<file path="config.mk">
export PLATFORM = sky130hd
export DESIGN_NAME = bus_timer
export DESIGN_NICKNAME = d
export VERILOG_FILES = /design/src/rtl/bus_timer.sv
export SDC_FILE = /design/constraint.sdc
export NUM_CORES = 1
export LEC_CHECK = 0
export CAP_MARGIN = 40
export CORE_MARGIN = 1
export CORE_UTILIZATION = 57
export CTS_BUF_LIST = sky130_fd_sc_hd__clkbuf_2
export CTS_CLUSTER_DIAMETER = 100
export DETAILED_ROUTE_END_ITERATION = 16
export PLACE_DENSITY = 0.82
export SLEW_MARGIN = 0
export SYNTH_ARGS = -nofsm -noshare
export SYNTH_HDL_FRONTEND = slang
export SYNTH_SLANG_ARGS = --single-unit
</file>
<file path="constraint.sdc">
create_clock -name clk -period 3.1 [get_ports clk]
set_input_delay 0.31 -clock clk [delete_from_list [all_inputs] [get_ports clk]]
set_output_delay 0.31 -clock clk [all_outputs]
set_load 0.05 [all_outputs]
</file>
<file path="src/rtl/bus_timer.sv">
// -----------------------------------------------------------------------------
// bus_timer
//   Memory-mapped 16-bit down-counting timer on the CPU data bus. It has a
//   programmable prescaler, one-shot or auto-reload modes, and a sticky pending
//   flag that software clears. It drives irq_timer, which feeds bit 0 of the
//   CPU irq vector.
//
//   Optional feature macro: TIMER_PWM_EN
//     Defining it adds the CMP register (offset 5) and the pwm_out port.
//     Without it, offset 5 reads 0 and writes to it are ignored.
//
// Ports
//   clk        system clock
//   rst_n      asynchronous active-low reset
//   sel        bus decoder select for this block
//   we         write strobe; a write happens when sel & we on a clk edge
//   addr[2:0]  register offset
//   wdata      write data (CPU_WIDTH)
//   rdata      combinational read data; 0 when sel=0
//   irq_timer  level interrupt = PEND & IE
//   pwm_out    registered PWM output (TIMER_PWM_EN only)
//
// Register map (unlisted bits read 0)
//   0 CTRL   [0]EN [1]AR [2]IE
//   1 LOAD   reload value
//   2 COUNT  live counter; a write loads it directly
//   3 PRESC  prescaler; one tick every PRESC+1 cycles while EN=1
//   4 STATUS [0]PEND; writing 1 clears it, writing 0 does nothing
//   5 CMP    PWM compare value (TIMER_PWM_EN only)
//
// Bus handshake: there is no ready. The block accepts a write on every
// clk edge where sel & we is high. rdata is valid in the same cycle that sel
// is high.
// -----------------------------------------------------------------------------
module bus_timer #(
  parameter int CPU_WIDTH   = 16,
  parameter int PRESC_WIDTH = 8
) (
  input  logic                 clk,
  input  logic                 rst_n,
  input  logic                 sel,
  input  logic                 we,
  input  logic [2:0]           addr,
  input  logic [CPU_WIDTH-1:0] wdata,
  output logic [CPU_WIDTH-1:0] rdata,
  output logic                 irq_timer
`ifdef TIMER_PWM_EN
  ,
  output logic                 pwm_out
`endif
);

  localparam logic [2:0] A_CTRL   = 3'd0;
  localparam logic [2:0] A_LOAD   = 3'd1;
  localparam logic [2:0] A_COUNT  = 3'd2;
  localparam logic [2:0] A_PRESC  = 3'd3;
  localparam logic [2:0] A_STATUS = 3'd4;
`ifdef TIMER_PWM_EN
  localparam logic [2:0] A_CMP    = 3'd5;
`endif

  localparam logic [CPU_WIDTH-1:0]   CNT_ONE  = {{(CPU_WIDTH-1){1'b0}}, 1'b1};
  localparam logic [PRESC_WIDTH-1:0] PCNT_ONE = {{(PRESC_WIDTH-1){1'b0}}, 1'b1};

  logic                   en_q, en_d;
  logic                   ar_q, ar_d;
  logic                   ie_q, ie_d;
  logic                   pend_q, pend_d;
  logic [CPU_WIDTH-1:0]   load_q, load_d;
  logic [CPU_WIDTH-1:0]   count_q, count_d;
  logic [PRESC_WIDTH-1:0] presc_q, presc_d;
  logic [PRESC_WIDTH-1:0] pcnt_q, pcnt_d;
`ifdef TIMER_PWM_EN
  logic [CPU_WIDTH-1:0]   cmp_q, cmp_d;
  logic                   pwm_q;
`endif

  logic wr, wr_ctrl, wr_load, wr_count, wr_presc, wr_status;
  logic tick, expire;

  assign wr        = sel & we;
  assign wr_ctrl   = wr & (addr == A_CTRL);
  assign wr_load   = wr & (addr == A_LOAD);
  assign wr_count  = wr & (addr == A_COUNT);
  assign wr_presc  = wr & (addr == A_PRESC);
  assign wr_status = wr & (addr == A_STATUS);

  assign tick   = en_q & (pcnt_q == presc_q);
  assign expire = tick & (count_q == '0);

  // Next-state logic. Timer progress is applied first, then bus writes
  // override it. That gives "write wins" for COUNT and CTRL.EN. The PEND
  // set is applied last, so an expiry beats a simultaneous clear.
  always_comb begin
    en_d    = en_q;
    ar_d    = ar_q;
    ie_d    = ie_q;
    pend_d  = pend_q;
    load_d  = load_q;
    count_d = count_q;
    presc_d = presc_q;
    pcnt_d  = tick ? '0 : (pcnt_q + PCNT_ONE);
`ifdef TIMER_PWM_EN
    cmp_d   = cmp_q;
`endif

    if (tick) begin
      if (count_q != '0) begin
        count_d = count_q - CNT_ONE;
      end else if (ar_q) begin
        count_d = load_q;
      end else begin
        en_d = 1'b0;
      end
    end

    if (wr_ctrl) begin
      en_d = wdata[0];
      ar_d = wdata[1];
      ie_d = wdata[2];
    end
    if (wr_load)  load_d  = wdata;
    if (wr_count) count_d = wdata;
    if (wr_presc) presc_d = wdata[PRESC_WIDTH-1:0];
`ifdef TIMER_PWM_EN
    if (wr & (addr == A_CMP)) cmp_d = wdata;
`endif
    if (wr_status && wdata[0]) pend_d = 1'b0;
    if (expire)                pend_d = 1'b1;

    // The prescaler phase restarts on a PRESC write or an EN rise, and
    // stays parked at 0 whenever the timer is not running.
    if (!en_d || wr_presc || (wr_ctrl && !en_q && wdata[0])) pcnt_d = '0;
  end

  always_ff @(posedge clk or negedge rst_n) begin
    if (!rst_n) begin
      en_q    <= 1'b0;
      ar_q    <= 1'b0;
      ie_q    <= 1'b0;
      pend_q  <= 1'b0;
      load_q  <= '0;
      count_q <= '0;
      presc_q <= '0;
      pcnt_q  <= '0;
`ifdef TIMER_PWM_EN
      cmp_q   <= '0;
      pwm_q   <= 1'b0;
`endif
    end else begin
      en_q    <= en_d;
      ar_q    <= ar_d;
      ie_q    <= ie_d;
      pend_q  <= pend_d;
      load_q  <= load_d;
      count_q <= count_d;
      presc_q <= presc_d;
      pcnt_q  <= pcnt_d;
`ifdef TIMER_PWM_EN
      cmp_q   <= cmp_d;
      pwm_q   <= en_q & (count_q < cmp_q);
`endif
    end
  end

  // Both inputs are flops, so bus activity cannot glitch the interrupt.
  assign irq_timer = pend_q & ie_q;

`ifdef TIMER_PWM_EN
  assign pwm_out = pwm_q;
`endif

  always_comb begin
    rdata = '0;
    if (sel) begin
      case (addr)
        A_CTRL:   rdata[2:0]             = {ie_q, ar_q, en_q};
        A_LOAD:   rdata                  = load_q;
        A_COUNT:  rdata                  = count_q;
        A_PRESC:  rdata[PRESC_WIDTH-1:0] = presc_q;
        A_STATUS: rdata[0]               = pend_q;
`ifdef TIMER_PWM_EN
        A_CMP:    rdata                  = cmp_q;
`endif
        default:  rdata                  = '0;
      endcase
    end
  end

endmodule

</file>
# Word-level counts from Yosys, hierarchy flattened
# Cells that the tools add are included.
# classes
n_eq_ne,5
n_div,0
n_reduce_logical,14
order_cmp,0
muxes,17
n_bitwise,9
n_shift,0
addsub,2
mul,0
# ops
op,count
$mux W16,5
$logic_not A16 Y1,1
$mux W8,2
$pmux W8 S2,1
$reduce_bool A16 Y1,1
$sub A16 B1 Y16 const B,1
$pmux W5 S3,1
$and A1 B1 Y1,9
$add A8 B1 Y8 const B,1
$eq A8 B8 Y1,1
$pmux W2 S4,1
$eq A3 B2 Y1 const B,2
$mux W1,6
$pmux W1 S5,1
$reduce_bool A2 Y1,2
$eq A3 B1 Y1 const B,1
$eq A3 B3 Y1 const B,1
$logic_and A1 B1 Y1,3
$logic_not A3 Y1,1
$reduce_bool A3 Y1,1
$logic_not A1 Y1,2
$logic_or A1 B1 Y1,2
$reduce_and A2 Y1,1
# word_totals
in_bits,23
wordCells,55
latchBits,0
mem_bits_rw,0
rom_bits,0
mem_count,0
output_inout_bits,17
register_bits,52

# Longest topological paths before layout
# logic_depth
word_depth,8
ltp_mapped,9
mapped_depth_nobuf,8

# Least setup slack after synthesis
# OpenSTA, ideal clock, no wires.
# synth_path
path_kind,register -> register
start,reg count_q[13]
end,reg count_q[5]
setup_slack_ns,0.695
setup_time_ns,0.125
path_buffers,0
required_ns,2.975
stages_incl_launch_ff,6
arrival_time_ns,2.280
period_less_slack_ns,2.405
path_cell_list,dfrtp_1 or3_1 or4b_4 or3_4 a31oi_4 mux2_2
# synth_between
elab_chain_cells,4
word_cells_on_any_way,6
cone_classes,mux (3); reduce/logical (3)
# synth_lines
element,line,text
from (decl),70,"logic [CPU_WIDTH-1:0] count_q, count_d;"
from (signal assigned),156,count_q <= count_d;
$reduce_bool A16 Y1 (*),108,if (count_q != '0) begin
$mux W16,108,
$mux W16,107,if (tick) begin
$mux W16,123,if (wr_count) count_d = wdata;
# Mark *: on every way between the ends. The rest lies on a longest branch, timed or not. The select of a mux whose other input is x is not followed.
# A chain may end at the register's enable or synchronous reset.

# Worst setup path after layout
# layout_path
start,reg count_q[13]
end,reg count_q[13]
# layout_between
elab_chain_cells,4
word_cells_on_any_way,7
cone_classes,add/sub (1); mux (3); reduce/logical (3)
# layout_lines
element,line
$sub A16 B1 Y16 or $reduce_bool A16 Y1 (tied branches),"109, 108"
$mux W16,108
$mux W16,107
$mux W16,123
# Parallel ways exist; a longest one is shown, timed or not. The select of a mux whose other input is x is not followed.

==> run summary <==
Critical Path End Type: flop
Num CTS Buffers: 5
Internal: 1.49 mW
Hold Buf Count CTS: 1
Largest net degree at the start of global routing: 28
Clock network fraction of design power: 14.8%
Worst endpoint required time: 3.45 ns
Die width: 75.9 um
Vias in the first global route: 2538
CP startpoint: count_q[13]
Worst R2R Setup Slack: 0.39 ns
Core area: 5170 sq um
First-pass GRT wire length: 12500 um
Distinct cells, synth: 45
Reg2reg start: count_q[13]
CP Class: reg -> reg
Pins Over Slew Limit: 0
Skew final: 0.0258 ns
Cell Area, Synth: 3120 sq um
Mapped Avg Cell Area: 10.2 sq um
CTS tree: built
Final period util: 87.5%
I/O Buffers: 39
Post-synth EDFFs: 0
Register area share after synthesis: 41.8%
Hold/Removal Path Class: in -> async
DRT iter0 DRCs: 260
Yosys top cell by area: dfrtp_1
Clk root buf: clkbuf_2
Final wirelength: 7430 um
P_sw: 925 uW
Sequential share of power: 47.0%
Antenna violations before repair: 0
Peak VDD IR: 0.395 mV
Share of cells above drive strength 1: 25.6%
Leak Pwr: 1.55 nW
Yosys warnings: 0
# rows: 26
Post-synth net total: 331
Final Wtd Congestion: 0.858
Fin nets: 372
Worst flop-to-flop path endpoint: count_q[13]
Synth-to-Final Area Change: 21.5%
H-tree depth: 2
Relative slew slack: 54.9%
CP endpoint: count_q[13]
Ant diodes: 0
Synthesized flop and latch total: 52
Final-report setup violation count: 0
Wire per inst: 17.8 um
Postcts setup bufs: 0
DP Worst Slack: 0.434 ns
Fin crit period: 2.71 ns
Max Cap Viol: 0
Ys flop type: dfrtp_1
Fmax: 0.368 GHz
Cell count after synthesis: 305
Post-CTS sizing: 0
Die height: 75.9 um
CTS Sinks: 52
Drt pass-1 iters: 4
Clk buf depth: 2
Post-synth top area share: 41.8%
Combinational share of power: 38.2%
Overall Global Routing Usage: 27.5%
Unrepaired setup endpoints after global routing: false
WP data arrival: 3.07 ns
Synth area leaders: dfrtp_1 (42%), mux2_2 (12%), a22oi_1 (4.6%), xnor2_1 (4.5%), nor2_1 (4.1%)
DR vias/cell: 6.15
Final Hold Viols: 0
Worst Reg-to-Reg Cells: 7
Clk slew on worst S/H paths: 0.28 ns
Critical Path Start Type: flop
Status: finished clean
Worst-path fanout max: 9
Via Count: 2566
Global route overflow: 0
Clk_lat worst skew: 0.46 ns
ANT nets after route: 0
Initial core utilization: 60.2%
Synth cell count leaders: dfrtp_1 (52), mux2_2 (34), nor2_1 (34), a22oi_1 (19), xnor2_1 (16)
Synth async-reset ratio: 100%
Top Ports: 40
PwrDens: 637 nW/um^2
Die area: 5770 sq um
Final setup TNS: 0 ns
Final WS setup: 0.386 ns
WHS: 0.311 ns
Hpwl dp: 5480 um
Sw Share: 38.3%
Measured slew at the worst slew-check pin: 0.676 ns
Top-count cell post-synth: dfrtp_1
Number of remaining DRC errors: 0
-- critical path: stages, from the launching register on --
cell and delay, ns:
dfrtp_1 0.49, or3_1 0.41, or4b_4 0.56, or3_4 0.38, a31oi_4 0.35, buf_4 0.23
a22oi_1 0.09, o21ai_0 0.13
-- registers in the layout, summed over array words and instances, names as in the netlist --
signal   cells
ie_q         1
pend_q       1
count_q     16
presc_q      8
pcnt_q       8
en_q         1
load_q      16
ar_q         1
-- cells by family after synthesis --
family          count (synthesis)  synth area share (%)
simple gates                   97                  15.9
xor+xnor                       26                  7.31
mux                            38                  14.4
compound gates                 63                  15.3
flops                          52                  41.8
fa+ha+maj                       3                  1.20
buf+inv                        26                  4.22
-- power by group through the flow --
stage	Combinational, mW	Sequential (mW)	Clock, mW
global route	1.01	1.17	0.385
finish	0.921	1.13	0.358
detailed placement	0.913	1.14	0
CTS	0.918	1.13	0.366
floorplan	0.713	1.04	0
global placement	0.883	1.13	0
-- cell type report --
type | instances | area (sq um)
multi-input cells | 227 | 1680
fillers | 370 | 1390
flip-flops and latches | 52 | 1300
repair buffers | 53 | 621
well taps | 70 | 87.6
clock inverters | 3 | 42.5
inverters | 7 | 26.3
clock buffers | 5 | 25.0
-- how the worst min path moves through the flow --
stage	endpoint	slack [ns]	from	cells after the start
3_3_place_gp	presc_q[3]	0.33	rst_n	1
3_5_place_dp	load_q[3]	0.33	rst_n	1
6_report	presc_q[3]	0.31	rst_n	2
4_1_cts	pcnt_q[0]	0.33	rst_n	2
2_1_floorplan	ar_q	0.01	rst_n	0
5_1_grt	load_q[3]	0.36	rst_n	2
-- cells in the final DEF, fill, tap and decap left out, types with 3 or more instances in the layout --
cell and n:
nand2b_1 3, mux2_2 34, buf_4 14, xor2_1 10, a21oi_1 7, o21ai_0 10
a22oi_1 19, nand2_1 15, inv_1 7, clkbuf_2 5, a221o_2 7, nor2b_1 4
nor3_1 6, ha_1 3, o22ai_1 3, xnor2_1 16, and2_1 4, or3_1 3
buf_12 13, and3_1 4, nand3_1 10, dfrtp_1 52, clkdlybuf4s50_1 24, nor2_1 34
a211oi_1 8
-- through the flow --
stage                     instance area, sq um  total power, mW  util (%)  cells
after global routing                      3790             2.56      73.2    417
after CTS                                 3790             2.41      73.2    417
after floorplan                           3120             1.75         -    305
final                                     3790             2.41      73.2    417
after global placement                    3710             2.01      71.7    408
after detailed placement                  3710             2.05      71.7    408
-- per-layer routing --
metal,track usage (%),up-vias,part of all wire (%)
li1,-,1185,-
met1,37.4,1268,44
met2,45.4,96,49
met3,2.77,17,5.4
met4,11.2,0,2.3
met5,0,-,0
Note: power is estimated with default switching activity, not from simulation.
